===== config.mk =====
export PLATFORM = sky130hd
export DESIGN_NAME = pdm_audio_recorder
export DESIGN_NICKNAME = d
export VERILOG_FILES = /design/src/rtl/audio_pkg.sv /design/src/rtl/pdm_decimator.sv /design/src/rtl/pdm_audio_recorder.sv
export SDC_FILE = /design/constraint.sdc
export NUM_CORES = 1
export LEC_CHECK = 0
export ABC_AREA = 1
export CORE_UTILIZATION = 55
export DETAILED_ROUTE_END_ITERATION = 10
export GPL_TIMING_DRIVEN = 0
export PLACE_DENSITY_LB_ADDON = 0.25
export SLEW_MARGIN = 20
export SYNTH_ARGS = -nofsm -noshare
export SYNTH_HDL_FRONTEND = slang
export SYNTH_SLANG_ARGS = --single-unit

===== constraint.sdc =====
create_clock -name clk -period 1.9 [get_ports clk]
set_input_delay 0.38 -clock clk [delete_from_list [all_inputs] [get_ports clk]]
set_output_delay 0.38 -clock clk [all_outputs]
set_load 0.03 [all_outputs]

===== src/rtl/audio_pkg.sv =====
// Shared types and constants for the PDM audio capture path.
// Latency: n/a. Backpressure: n/a.
package audio_pkg;

    localparam int SAMPLE_W = 8;
    localparam int CLK_HZ   = 100_000_000;

    typedef enum logic [1:0] {
        IDLE   = 2'd0,
        RECORD = 2'd1,
        DONE   = 2'd2
    } state_t;

endpackage


===== src/rtl/pdm_decimator.sv =====
// Generates mic_clk, synchronises mic_data, and ones-counts DECIM bits per sample.
// Latency: sample_valid one cycle after the bit strobe that completes a window.
// Backpressure: none; the sample is valid for exactly one cycle.
module pdm_decimator
    import audio_pkg::*;
#(
    parameter int MIC_CLK_DIV = 50,
    parameter int DECIM       = 255
) (
    input  logic                clk,
    input  logic                reset,
    input  logic                enable,
    input  logic                clear,
    input  logic                mic_data,
    output logic                mic_clk,
    output logic                sample_valid,
    output logic [SAMPLE_W-1:0] sample
);

    localparam int DIV_W = (MIC_CLK_DIV > 1) ? $clog2(MIC_CLK_DIV) : 1;

    logic [DIV_W-1:0]    div_cnt;
    logic                mic_meta;
    logic                mic_sync;
    logic [SAMPLE_W-1:0] bit_cnt;
    logic [SAMPLE_W-1:0] acc;
    logic                div_tc;
    logic                bit_strobe;
    logic [SAMPLE_W-1:0] acc_next;

    assign div_tc     = (div_cnt == DIV_W'(MIC_CLK_DIV - 1));
    // Strobe on the cycle mic_clk is about to rise.
    assign bit_strobe = div_tc && !mic_clk;
    assign acc_next   = acc + SAMPLE_W'(mic_sync);

    always_ff @(posedge clk) begin
        if (reset) begin
            div_cnt      <= '0;
            mic_clk      <= 1'b0;
            mic_meta     <= 1'b0;
            mic_sync     <= 1'b0;
            bit_cnt      <= '0;
            acc          <= '0;
            sample_valid <= 1'b0;
            sample       <= '0;
        end else begin
            mic_meta     <= mic_data;
            mic_sync     <= mic_meta;
            div_cnt      <= div_tc ? '0 : div_cnt + DIV_W'(1);
            sample_valid <= 1'b0;
            if (div_tc) begin
                mic_clk <= ~mic_clk;
            end
            if (clear) begin
                bit_cnt <= '0;
                acc     <= '0;
            end else if (enable && bit_strobe) begin
                if (bit_cnt == SAMPLE_W'(DECIM - 1)) begin
                    sample       <= acc_next;
                    sample_valid <= 1'b1;
                    bit_cnt      <= '0;
                    acc          <= '0;
                end else begin
                    acc     <= acc_next;
                    bit_cnt <= bit_cnt + SAMPLE_W'(1);
                end
            end
        end
    end

endmodule


===== src/rtl/pdm_audio_recorder.sv =====
// Records decimated PDM samples into a sample RAM from address 0 until stop or full.
// Latency: wr_en one cycle after the bit strobe closing each window.
// Backpressure: none; the RAM must accept every write strobe.
module pdm_audio_recorder
    import audio_pkg::*;
#(
    parameter int MIC_CLK_DIV = 50,
    parameter int DECIM       = 255,
    parameter int ADDR_W      = 16
) (
    input  logic                clk,
    input  logic                reset,
    input  logic                start,
    input  logic                stop,
    input  logic                mic_data,
    output logic                mic_clk,
    output logic                mic_lrsel,
    output logic                wr_en,
    output logic [ADDR_W-1:0]   wr_addr,
    output logic [SAMPLE_W-1:0] wr_data,
    output logic                busy,
    output logic                done,
    output logic [ADDR_W:0]     sample_count
);

    state_t              state;
    state_t              next_state;
    logic                clear;
    logic                last_addr;
    logic                sample_valid;
    logic [SAMPLE_W-1:0] sample;

    pdm_decimator #(
        .MIC_CLK_DIV(MIC_CLK_DIV),
        .DECIM      (DECIM)
    ) u_decim (
        .clk         (clk),
        .reset       (reset),
        .enable      (busy),
        .clear       (clear),
        .mic_data    (mic_data),
        .mic_clk     (mic_clk),
        .sample_valid(sample_valid),
        .sample      (sample)
    );

    assign mic_lrsel = 1'b0;
    assign busy      = (state == RECORD);
    assign done      = (state == DONE);
    assign clear     = start && (state != RECORD);
    assign last_addr = (wr_addr == {ADDR_W{1'b1}});
    // Gating with reset keeps a window completing in the reset cycle from writing.
    assign wr_en     = sample_valid && busy && !reset;
    assign wr_data   = sample;

    always_ff @(posedge clk) begin
        if (reset) begin
            state <= IDLE;
        end else begin
            state <= next_state;
        end
    end

    always_comb begin
        next_state = state;
        case (state)
            IDLE, DONE: begin
                if (start) begin
                    next_state = RECORD;
                end
            end
            RECORD: begin
                if (stop || (wr_en && last_addr)) begin
                    next_state = DONE;
                end
            end
            default: next_state = IDLE;
        endcase
    end

    always_ff @(posedge clk) begin
        if (reset) begin
            wr_addr      <= '0;
            sample_count <= '0;
        end else if (clear) begin
            wr_addr      <= '0;
            sample_count <= '0;
        end else if (wr_en) begin
            sample_count <= sample_count + (ADDR_W + 1)'(1);
            if (!last_addr) begin
                wr_addr <= wr_addr + ADDR_W'(1);
            end
        end
    end

endmodule

==> run metrics, run 1 <==
status=completed; number of antenna violations at the first check in global routing=0; HP Class=flop to flop; pwr dens=591.4 mW/mm^2; Layout Cells excl Fill=669; total standard cell area after synthesis=0.003616 sq mm; vertical die dimension=83.09 um; post-synthesis compound-gate area fraction=10.10%; dominant combinational cell family by area after synthesis=simple AND/OR/NAND/NOR gates; post-layout min period=1873 ps; share of synthesized registers carrying an async set or reset=0%; grt ovf=0; relative max-transition margin=65.80%; actual slew at the worst max-slew pin=513.0 ps; number of synthesized flops with an enable pin=0; global-route wire length before repair=13500 um; insertion delay of the later-clocked pin in the worst-skew pair=350 ps; highest clock frequency the design can meet=533.8 MHz; cells traversed along the worst timing path=clkdlybuf4s50_1 -> inv_2 -> nand2_1 -> nor2_4 -> buf_4; standard cell area after detailed placement=0.004203 sq mm; TritonCTS clock tree=built; maximum capacitance violations=0; count of endpoints failing setup in the final report=0; number of buffers inserted by port buffering=49; Worst path slowest cell=sky130_fd_sc_hd__clkdlybuf4s50_1; count of cell types in the netlist=39; multiplexer share of the synthesized area=0%; Power, Total=2.609 mW; net total in the final layout=601; clock tree skew after final layout=13.85 ps; buffer and inverter count on the worst path=3; R2R depth=10; starting density of the core=56.95%; worst supply voltage drop on vdd=0.4425 mV; Total Negative Setup Slacks=0 ps; Hold Violations, Final=0; vias=3496; final standard cell area without fillers=0.004412 sq mm; hold buffer count at CTS=0; Clock Root Buffer=sky130_fd_sc_hd__clkbuf_8; data required time at the worst endpoint=1520 ps; arrival time reported for the critical path endpoint=1490 ps; Worst path depth=5; Final Slew Violations=0; flop and latch count out of synthesis=69; setup repair after global routing missed its margin=yes; share of synthesized area occupied by flip-flops and latches=38.20%; last weighted congestion value of the routability-driven placer=0.9151; Clock transition at path regs=70 ps; routed len/inst=11.67 um; final antenna diode count=0; flip-flop cell with the highest count after synthesis=sky130_fd_sc_hd__dfxtp_1; drt total wl=7809 um; post-synthesis share of cell area spent on and, or, nand and nor gates=37.06%; most area-consuming cells after synthesis=sky130_fd_sc_hd__dfxtp_1 38%, sky130_fd_sc_hd__nand2_1 14%, sky130_fd_sc_hd__nor2_1 9.3%; share of the synthesized netlist area taken by xor and xnor gates=3.875%; count of routing violations after the opening detailed-route iteration=154; maximum buffer depth of the clock tree=2; Worst Path Max Fanout=6; Final period util=98.60%; smallest hold slack=416.7 ps; worst setup path class=input pin to output port; gr usage total=23.63%; area growth from synthesis to layout=22.01%; number of CTS-inserted buffers=9; total DRC errors in the routed layout=0; number of global-route vias before repair=3190; Adder-Cell Fraction of Synth Area=2.768%; Die W=83.09 um; Cell Rows=29; element type at the critical path end=output port; layout cells sized above 1=10.47%; gate count after technology mapping=524; H-Tree Depth=3; Synthesis Warnings=0; io pins=51; category of the worst setup path launch point=input pin; maximum number of pins on one net before global-route repair=12; slowest stage delay, CP=500 ps; hold path cells=2; number of search-and-repair iterations in the first detailed-routing pass=4; net count after synthesis=537; cell taking the most area after synthesis=sky130_fd_sc_hd__dfxtp_1; Die Outline Area=0.006903 sq mm; HPWL after detailed placement=5608 um; number of instances in the placed design=650; synthesized area divided by synthesized cell count=6.901 sq um; average via count per standard cell=5.226; Yosys top cell area share=38.20%; Placeable Area=0.006350 sq mm; number of nets with antenna violations after detailed routing=0; most common cell in the netlist=sky130_fd_sc_hd__nand2_1; kind of cell adding the most delay to the critical path=buffers and inverters; clk sink count=69; leakage power total=1.795 nW; Post-synth top cells=136 x sky130_fd_sc_hd__nand2_1, 90 x sky130_fd_sc_hd__nor2_1, 69 x sky130_fd_sc_hd__dfxtp_1
==> sequential cells by signal (all words and copies together), names as in the netlist, 2 cells and up <==
| register | count |
|---|---|
| u_decim.sample | 8 |
| state | 2 |
| u_decim.acc | 8 |
| u_decim.div_cnt | 6 |
| wr_addr | 16 |
| sample_count | 17 |
| u_decim.bit_cnt | 8 |
==> per-layer routing <==
layer	GRT usage (%)	vias up	share of wire [%]
li1	-	1792	-
met1	29.19	1597	45
met2	39.72	94	48
met3	4.374	13	5.7
met4	11.13	0	1.0
met5	0	-	0
==> cells in the final DEF, fill, tap and decap left out, types with 10 or more instances in the layout <==
cell                              netlist  routed
sky130_fd_sc_hd__clkdlybuf4s50_1        0      36
sky130_fd_sc_hd__a21oi_1               33      33
sky130_fd_sc_hd__nand2_1              136     136
sky130_fd_sc_hd__clkbuf_8               0      10
sky130_fd_sc_hd__nor2_1                90      90
sky130_fd_sc_hd__o21ai_0               14      14
sky130_fd_sc_hd__nand3_1               36      36
sky130_fd_sc_hd__dfxtp_1               69      68
sky130_fd_sc_hd__inv_1                 46      46
sky130_fd_sc_hd__nand4_1               12      12
==> where the power goes <==
part,internal [mW],total [mW],leakage [nW],switching [mW]
sequential,1.46,1.46,0.557,0.00711
clock,0.492,1.04,0.0877,0.551
combinational,0.0336,0.104,1.15,0.0703
total,1.98,2.61,1.79,0.628
==> layout make-up <==
class | count | area [sq um]
clock inverter | 5 | 27.53
buffer | 14 | 87.58
multi-input combinational | 390 | 1957
timing repair buffer | 53 | 525.5
fill | 529 | 1938
sequential | 69 | 1383
inverter | 51 | 197.7
clock buffer | 10 | 137.6
tap | 77 | 96.34
==> tightest hold or removal path, cell delays in order, from the launching register on <==
cell                      delay, ps
sky130_fd_sc_hd__dfxtp_1        300
sky130_fd_sc_hd__inv_1           40
sky130_fd_sc_hd__nor2_1          30
==> cell families (layout without fill, tap and decap cells) <==
family,Yosys count,count (layout)
xor+xnor,16,16
fa+ha+maj,8,8
buf+inv,65,133
compound gates,62,62
simple gates,303,303
flops,69,69
other cells,1,1
==> final timing paths <==
check        slack, ps                 to               start
max                 30              wr_en               reset
min                420   u_decim.mic_sync    u_decim.mic_meta
max reg2reg        130  u_decim.sample[7]  u_decim.bit_cnt[0]
min reg2reg        420   u_decim.mic_sync    u_decim.mic_meta
==> repair_timing <==
action,in CTS,in global routing
cloned,0,0
hold endpoints to repair,0,0
pin swaps,0,1
resized for setup,12,9
endpoints found under the setup margin,7,30
setup buffers,0,4
==> stage by stage <==
step                      utilization [%]  setup slack, ps
after floorplan                         -            49.48
after global placement              66.19           -521.2
after detailed placement            66.19           -522.3
after CTS                           68.63           -6.645
after global routing                69.48           -53.48
final                               69.48            26.56
Note: power is estimated with default switching activity, not from simulation.
==> run 2, diff against run 1 <==
--- a/config.mk
+++ b/config.mk
@@ -6,7 +6,8 @@
 export NUM_CORES = 1
 export LEC_CHECK = 0
 export ABC_AREA = 1
-export CORE_UTILIZATION = 55
+export CORE_MARGIN = 4
+export CORE_UTILIZATION = 45
 export DETAILED_ROUTE_END_ITERATION = 10
 export GPL_TIMING_DRIVEN = 0
 export PLACE_DENSITY_LB_ADDON = 0.25
==> run 2 against run 1 <==
  * Register-to-register slack improved by 20 ps
  * Flip-flop and latch count unchanged
  * Total power increased by 1.8%
  * Via count decreased by 2.3%
  * Die area increased by 38%
  * Sequential share of layout area decreased by 0.39 points
  * Critical path type is now flop to output port
  * Largest cell class unchanged
  * Largest power group unchanged
==> run metrics, run 2 (synthesized netlist as in run 1, its figures left out) <==
Final Slew Violations=0 (unchanged); drt total wl=8146 um (+4.3%); Die Outline Area=0.009534 sq mm (+38%); worst setup path class=flop to output port; highest clock frequency the design can meet=539.8 MHz (+1.1%); status=completed; most frequent standard cell in the layout excluding fill and tap cells=sky130_fd_sc_hd__nand2_1; final antenna diode count=0 (unchanged); clk sink count=69 (unchanged); number of CTS-inserted buffers=9 (unchanged); category of the worst setup path launch point=flop; final-layout fill cell count=737 (+39%); layout cells sized above 1=10.96% (+0.49 points); Worst path depth=1 (-4); Final period util=97.50% (-1.1 points); io pins=51 (unchanged); maximum number of pins on one net before global-route repair=12 (unchanged); hold buffer count at CTS=0 (unchanged); vertical die dimension=97.64 um (+18%); H-Tree Depth=3 (unchanged); Clock Root Buffer=sky130_fd_sc_hd__clkbuf_8; Worst path slowest cell=sky130_fd_sc_hd__clkdlybuf4s50_1; cells traversed along the worst timing path=clkdlybuf4s50_1; count of routing violations after the opening detailed-route iteration=92 (-40%); maximum buffer depth of the clock tree=2 (unchanged); final standard cell area without fillers=0.004472 sq mm (+1.4%); number of flip-flops under the largest register name=17 (unchanged); gr usage total=17.21% (-6.4 points); Placeable Area=0.007767 sq mm (+22%); Setup crit start=sample_count[0]; routed len/inst=11.72 um (+0.41%); clock tree skew after final layout=6.613 ps (-7.233 ps); hold_sp=reset; number of buffers inserted by port buffering=49 (unchanged); leakage power total=1.903 nW (+6.0%); standard cell area after detailed placement=0.004234 sq mm (+0.74%); number of global-route vias before repair=3158 (-1.0%); data required time at the worst endpoint=1520 ps (about the same); Cell Rows=32 (+10%); setup repair after global routing missed its margin=no; total DRC errors in the routed layout=0 (unchanged); largest registers in the final layout=sample_count: 17 flops, wr_addr: 16 flops; TritonCTS clock tree=built; average via count per standard cell=4.915 (-5.9%); register name with the most flops=sample_count; top library cells by usage in the layout, fill and taps aside=136 x sky130_fd_sc_hd__nand2_1, 90 x sky130_fd_sc_hd__nor2_1, 67 x sky130_fd_sc_hd__dfxtp_1; buffer and inverter count on the worst path=1 (-2); HP Class=input pin to flop; Die W=97.64 um (+18%); post-layout min period=1852 ps (-20.95 ps); count of endpoints failing setup in the final report=0 (unchanged); vias=3416 (-2.3%); arrival time reported for the critical path endpoint=1470 ps (-20 ps); insertion delay of the later-clocked pin in the worst-skew pair=340 ps (about the same); Worst Path Max Fanout=5 (-1); HPWL after detailed placement=6019 um (+7.3%); starting density of the core=46.55% (-10 points); global-route wire length before repair=13860 um (+2.6%); maximum capacitance violations=0 (unchanged); hold path cells=2 (unchanged); element type at the critical path end=output port; pwr dens=593.8 mW/mm^2 (+0.40%); number of search-and-repair iterations in the first detailed-routing pass=5 (+1); Clock transition at path regs=70 ps (about the same); kind of cell adding the most delay to the critical path=buffers and inverters; number of nets with antenna violations after detailed routing=0 (unchanged); worst supply voltage drop on vdd=0.3266 mV (-26%); last weighted congestion value of the routability-driven placer=0.8619 (-5.8%); area growth from synthesis to layout=23.67%; relative max-transition margin=65.41% (-0.40 points); Hold Violations, Final=0 (unchanged); grt ovf=0 (unchanged); R2R depth=9 (-1); net total in the final layout=601 (unchanged); slowest stage delay, CP=710 ps (+210 ps); number of antenna violations at the first check in global routing=0 (unchanged); Power, Total=2.655 mW (+1.8%); actual slew at the worst max-slew pin=518.9 ps (+5.943 ps); source of the worst register-to-register timing path=wr_addr[0]
## run 2: repair_timing
action,CTS,global route
endpoints found under the hold margin,0,0
gates resized for setup,13,16
buffers inserted,0,4
endpoints found under the setup margin,8,35
pin swaps,0,1
## run 2: per-stage QoR
step	std cells	hold slack [ps]	worst slack, ps	util, %	TNS [ps]
4_1_cts	691	430.3	-31.44	56.70	-31.44
5_1_grt	695	376.1	1.798	57.57	0
3_3_place_gp	675	400.2	-534.6	54.51	-3460
2_1_floorplan	524	388.3	49.48	-	0
3_5_place_dp	675	418.6	-545.7	54.51	-3818
6_report	695	358.3	47.51	57.57	0
## run 2: worst paths after layout
path / to / slack [ps]
worst min-delay path: state[1] / 360
worst max-delay path: sample_count[0] / 50
worst max register to register: wr_addr[13] / 150
worst min register to register: u_decim.mic_sync / 420
## run 2: report_power, final
| part | switching (mW) | internal (mW) |
|---|---|---|
| sequential | 0.00718 | 1.46 |
| clock | 0.550 | 0.539 |
| combinational | 0.0701 | 0.0333 |
## run 2: cell type report
cell class / count / area (sq um) / area share, %
multi-input combinational: 390 / 1952 / 43.65
tap: 102 / 127.6 / 2.854
buffer: 14 / 88.84 / 1.987
inverter: 51 / 201.4 / 4.505
sequential: 69 / 1384 / 30.95
clock inverter: 4 / 22.52 / 0.5036
clock buffer: 12 / 155.1 / 3.470
timing repair buffer: 53 / 540.5 / 12.09
## run 2: per-layer routing
layer  vias to the layer above  track usage (%)  part of all wire, %
met5                         -                0                    0
met4                         0            5.431                 0.74
met3                         6            4.235                  4.8
met2                        68            29.89                   49
met1                      1547            20.83                   45
li1                       1795                -                    -
==> run 3, diff against run 2 <==
--- a/config.mk
+++ b/config.mk
@@ -9,7 +9,6 @@
 export CORE_MARGIN = 4
 export CORE_UTILIZATION = 45
 export DETAILED_ROUTE_END_ITERATION = 10
-export GPL_TIMING_DRIVEN = 0
 export PLACE_DENSITY_LB_ADDON = 0.25
 export SLEW_MARGIN = 20
 export SYNTH_ARGS = -nofsm -noshare
==> run 3 against run 2 <==
  * Total power decreased by 0.28%
  * Count of clock-buffer cells in the layout decreased by 3
  * Register-to-register slack improved by 50 ps
  * Maximum frequency decreased by 0.70%
  * Utilization about the same
  * Clock skew increased by 5.1 ps
==> run metrics, run 3 (synthesized netlist as in run 1, its figures left out) <==
status=completed; maximum buffer depth of the clock tree=2 (unchanged); TritonCTS clock tree=built; Final Slew Violations=0 (unchanged); register name with the most flops=sample_count; source of the worst register-to-register timing path=u_decim.div_cnt[0]; Power, Total=2.648 mW (-0.28%); Total Negative Setup Slacks=0 ps (unchanged); number of buffers inserted by port buffering=49 (unchanged); maximum capacitance violations=0 (unchanged); Hold Violations, Final=0 (unchanged); clock tree skew after final layout=11.70 ps (+5.086 ps); number of flip-flops under the largest register name=17 (unchanged); H-Tree Depth=3 (unchanged); Die Outline Area=0.009534 sq mm (unchanged); hold buffer count at CTS=0 (unchanged); average via count per standard cell=5.071 (+3.2%); slowest stage delay, CP=710 ps (about the same); setup slack after placement=5.752 ps (+551.5 ps); number of nets with antenna violations after detailed routing=0 (unchanged); largest registers in the final layout=sample_count: 17 flops, wr_addr: 16 flops; R2R depth=7 (-2); starting density of the core=46.55% (unchanged); Final period util=98.19% (+0.69 points); count of routing violations after the opening detailed-route iteration=165 (+79%); vias=3509 (+2.7%); global-route wire length before repair=14390 um (+3.9%); Placeable Area=0.007767 sq mm (unchanged); HPWL after detailed placement=6013 um (-0.11%); kind of cell adding the most delay to the critical path=buffers and inverters; grt ovf=0 (unchanged); top library cells by usage in the layout, fill and taps aside=136 x sky130_fd_sc_hd__nand2_1, 90 x sky130_fd_sc_hd__nor2_1, 69 x sky130_fd_sc_hd__dfxtp_1; category of the worst setup path launch point=flop; maximum number of pins on one net before global-route repair=24 (+12); element type at the critical path end=output port; Clock Root Buffer=sky130_fd_sc_hd__clkbuf_8; reg-to-reg slack, setup=200 ps (+50 ps); data required time at the worst endpoint=1520 ps (about the same); HP Class=flop to flop; gr usage total=17.80% (+0.59 points); leakage power total=1.963 nW (+3.2%); last weighted congestion value of the routability-driven placer=0.8163 (-5.3%); Die W=97.64 um (unchanged); Clock transition at path regs=90 ps (+20 ps); Critical R2R Capture=u_decim.sample[3]; Worst path slowest cell=sky130_fd_sc_hd__clkdlybuf4s50_1; worst setup path class=flop to output port; number of global-route vias before repair=3318 (+5.1%); hold path cells=2 (unchanged); net total in the final layout=598 (-0.50%); worst hold endpoint=u_decim.mic_sync; Cell Rows=32 (unchanged); Layout Cells excl Fill=692 (-0.43%); worst supply voltage drop on vdd=0.2918 mV (-11%); pwr dens=591.7 mW/mm^2 (-0.36%); most frequent standard cell in the layout excluding fill and tap cells=sky130_fd_sc_hd__nand2_1; io pins=51 (unchanged); area growth from synthesis to layout=23.77% (about the same); vertical die dimension=97.64 um (unchanged); arrival time reported for the critical path endpoint=1490 ps (+20 ps); number of instances in the placed design=676 (+0.15%); total DRC errors in the routed layout=0 (unchanged); total of cells resized after clock tree synthesis=5 (-8); cells traversed along the worst timing path=clkdlybuf4s50_1; highest clock frequency the design can meet=536.0 MHz (-0.70%); number of antenna violations at the first check in global routing=0 (unchanged); hold_sp=u_decim.mic_meta; buffer and inverter count on the worst path=1 (unchanged); routed len/inst=12.04 um (+2.7%); clk sink count=69 (unchanged); insertion delay of the later-clocked pin in the worst-skew pair=350 ps (about the same); drt total wl=8329 um (+2.2%); number of search-and-repair iterations in the first detailed-routing pass=4 (-1); post-layout min period=1866 ps (+13.09 ps); setup repair after global routing missed its margin=no; number of CTS-inserted buffers=9 (unchanged); post-CTS repair timing setup buffer count=0 (unchanged); final antenna diode count=0 (unchanged); Worst Path Max Fanout=5 (unchanged); layout cells sized above 1=10.51% (-0.45 points); setup slack of the critical path after layout=34.43 ps (-13.09 ps); count of endpoints failing setup in the final report=0 (unchanged)
-- run 3: cell type report --
| cell class | count | area [sq um] |
|---|---|---|
| Clock inverter | 7 | 48.80 |
| Clock buffer | 9 | 123.9 |
| Tap cell | 102 | 127.6 |
| Timing Repair Buffer | 64 | 641.9 |
| Inverter | 51 | 197.7 |
| Sequential cell | 69 | 1381 |
| Multi-Input combinational cell | 390 | 1954 |
| Fill cell | 761 | 3292 |
-- run 3: stage by stage --
stage          hold slack, ps  util, %  area, sq um
2_1_floorplan           388.3        -         3616
3_3_place_gp            415.7    54.96         4269
3_5_place_dp            412.0    54.96         4269
4_1_cts                 442.8    57.10         4436
5_1_grt                 462.6    57.62         4476
6_report                434.7    57.62         4476
-- run 3: how the worst max path moves through the flow --
stage	start	end	slack (ps)	depth (start not counted)
3_3_place_gp	reset	sample_count[8]	40	7
6_report	wr_addr[7]	wr_addr[7]	30	1
4_1_cts	wr_addr[0]	wr_addr[0]	10	2
3_5_place_dp	reset	sample_count[5]	6	7
5_1_grt	sample_count[3]	sample_count[3]	0.04	1
2_1_floorplan	wr_addr[0]	wr_addr[13]	50	9
-- run 3: per-layer routing --
layer	share of wire, %	track usage [%]	up-vias
met1	46	22.13	1636
met5	0	0	-
met3	3.4	3.159	17
met2	48	30.26	68
met4	2.0	7.348	0
li1	-	-	1788
-- run 3: where the power goes --
group | switching [mW] | internal (mW) | leakage [nW] | total, mW
combinational | 0.0714 | 0.0367 | 1.32 | 0.108
clock | 0.600 | 0.478 | 0.0898 | 1.08
sequential | 0.00698 | 1.45 | 0.557 | 1.46
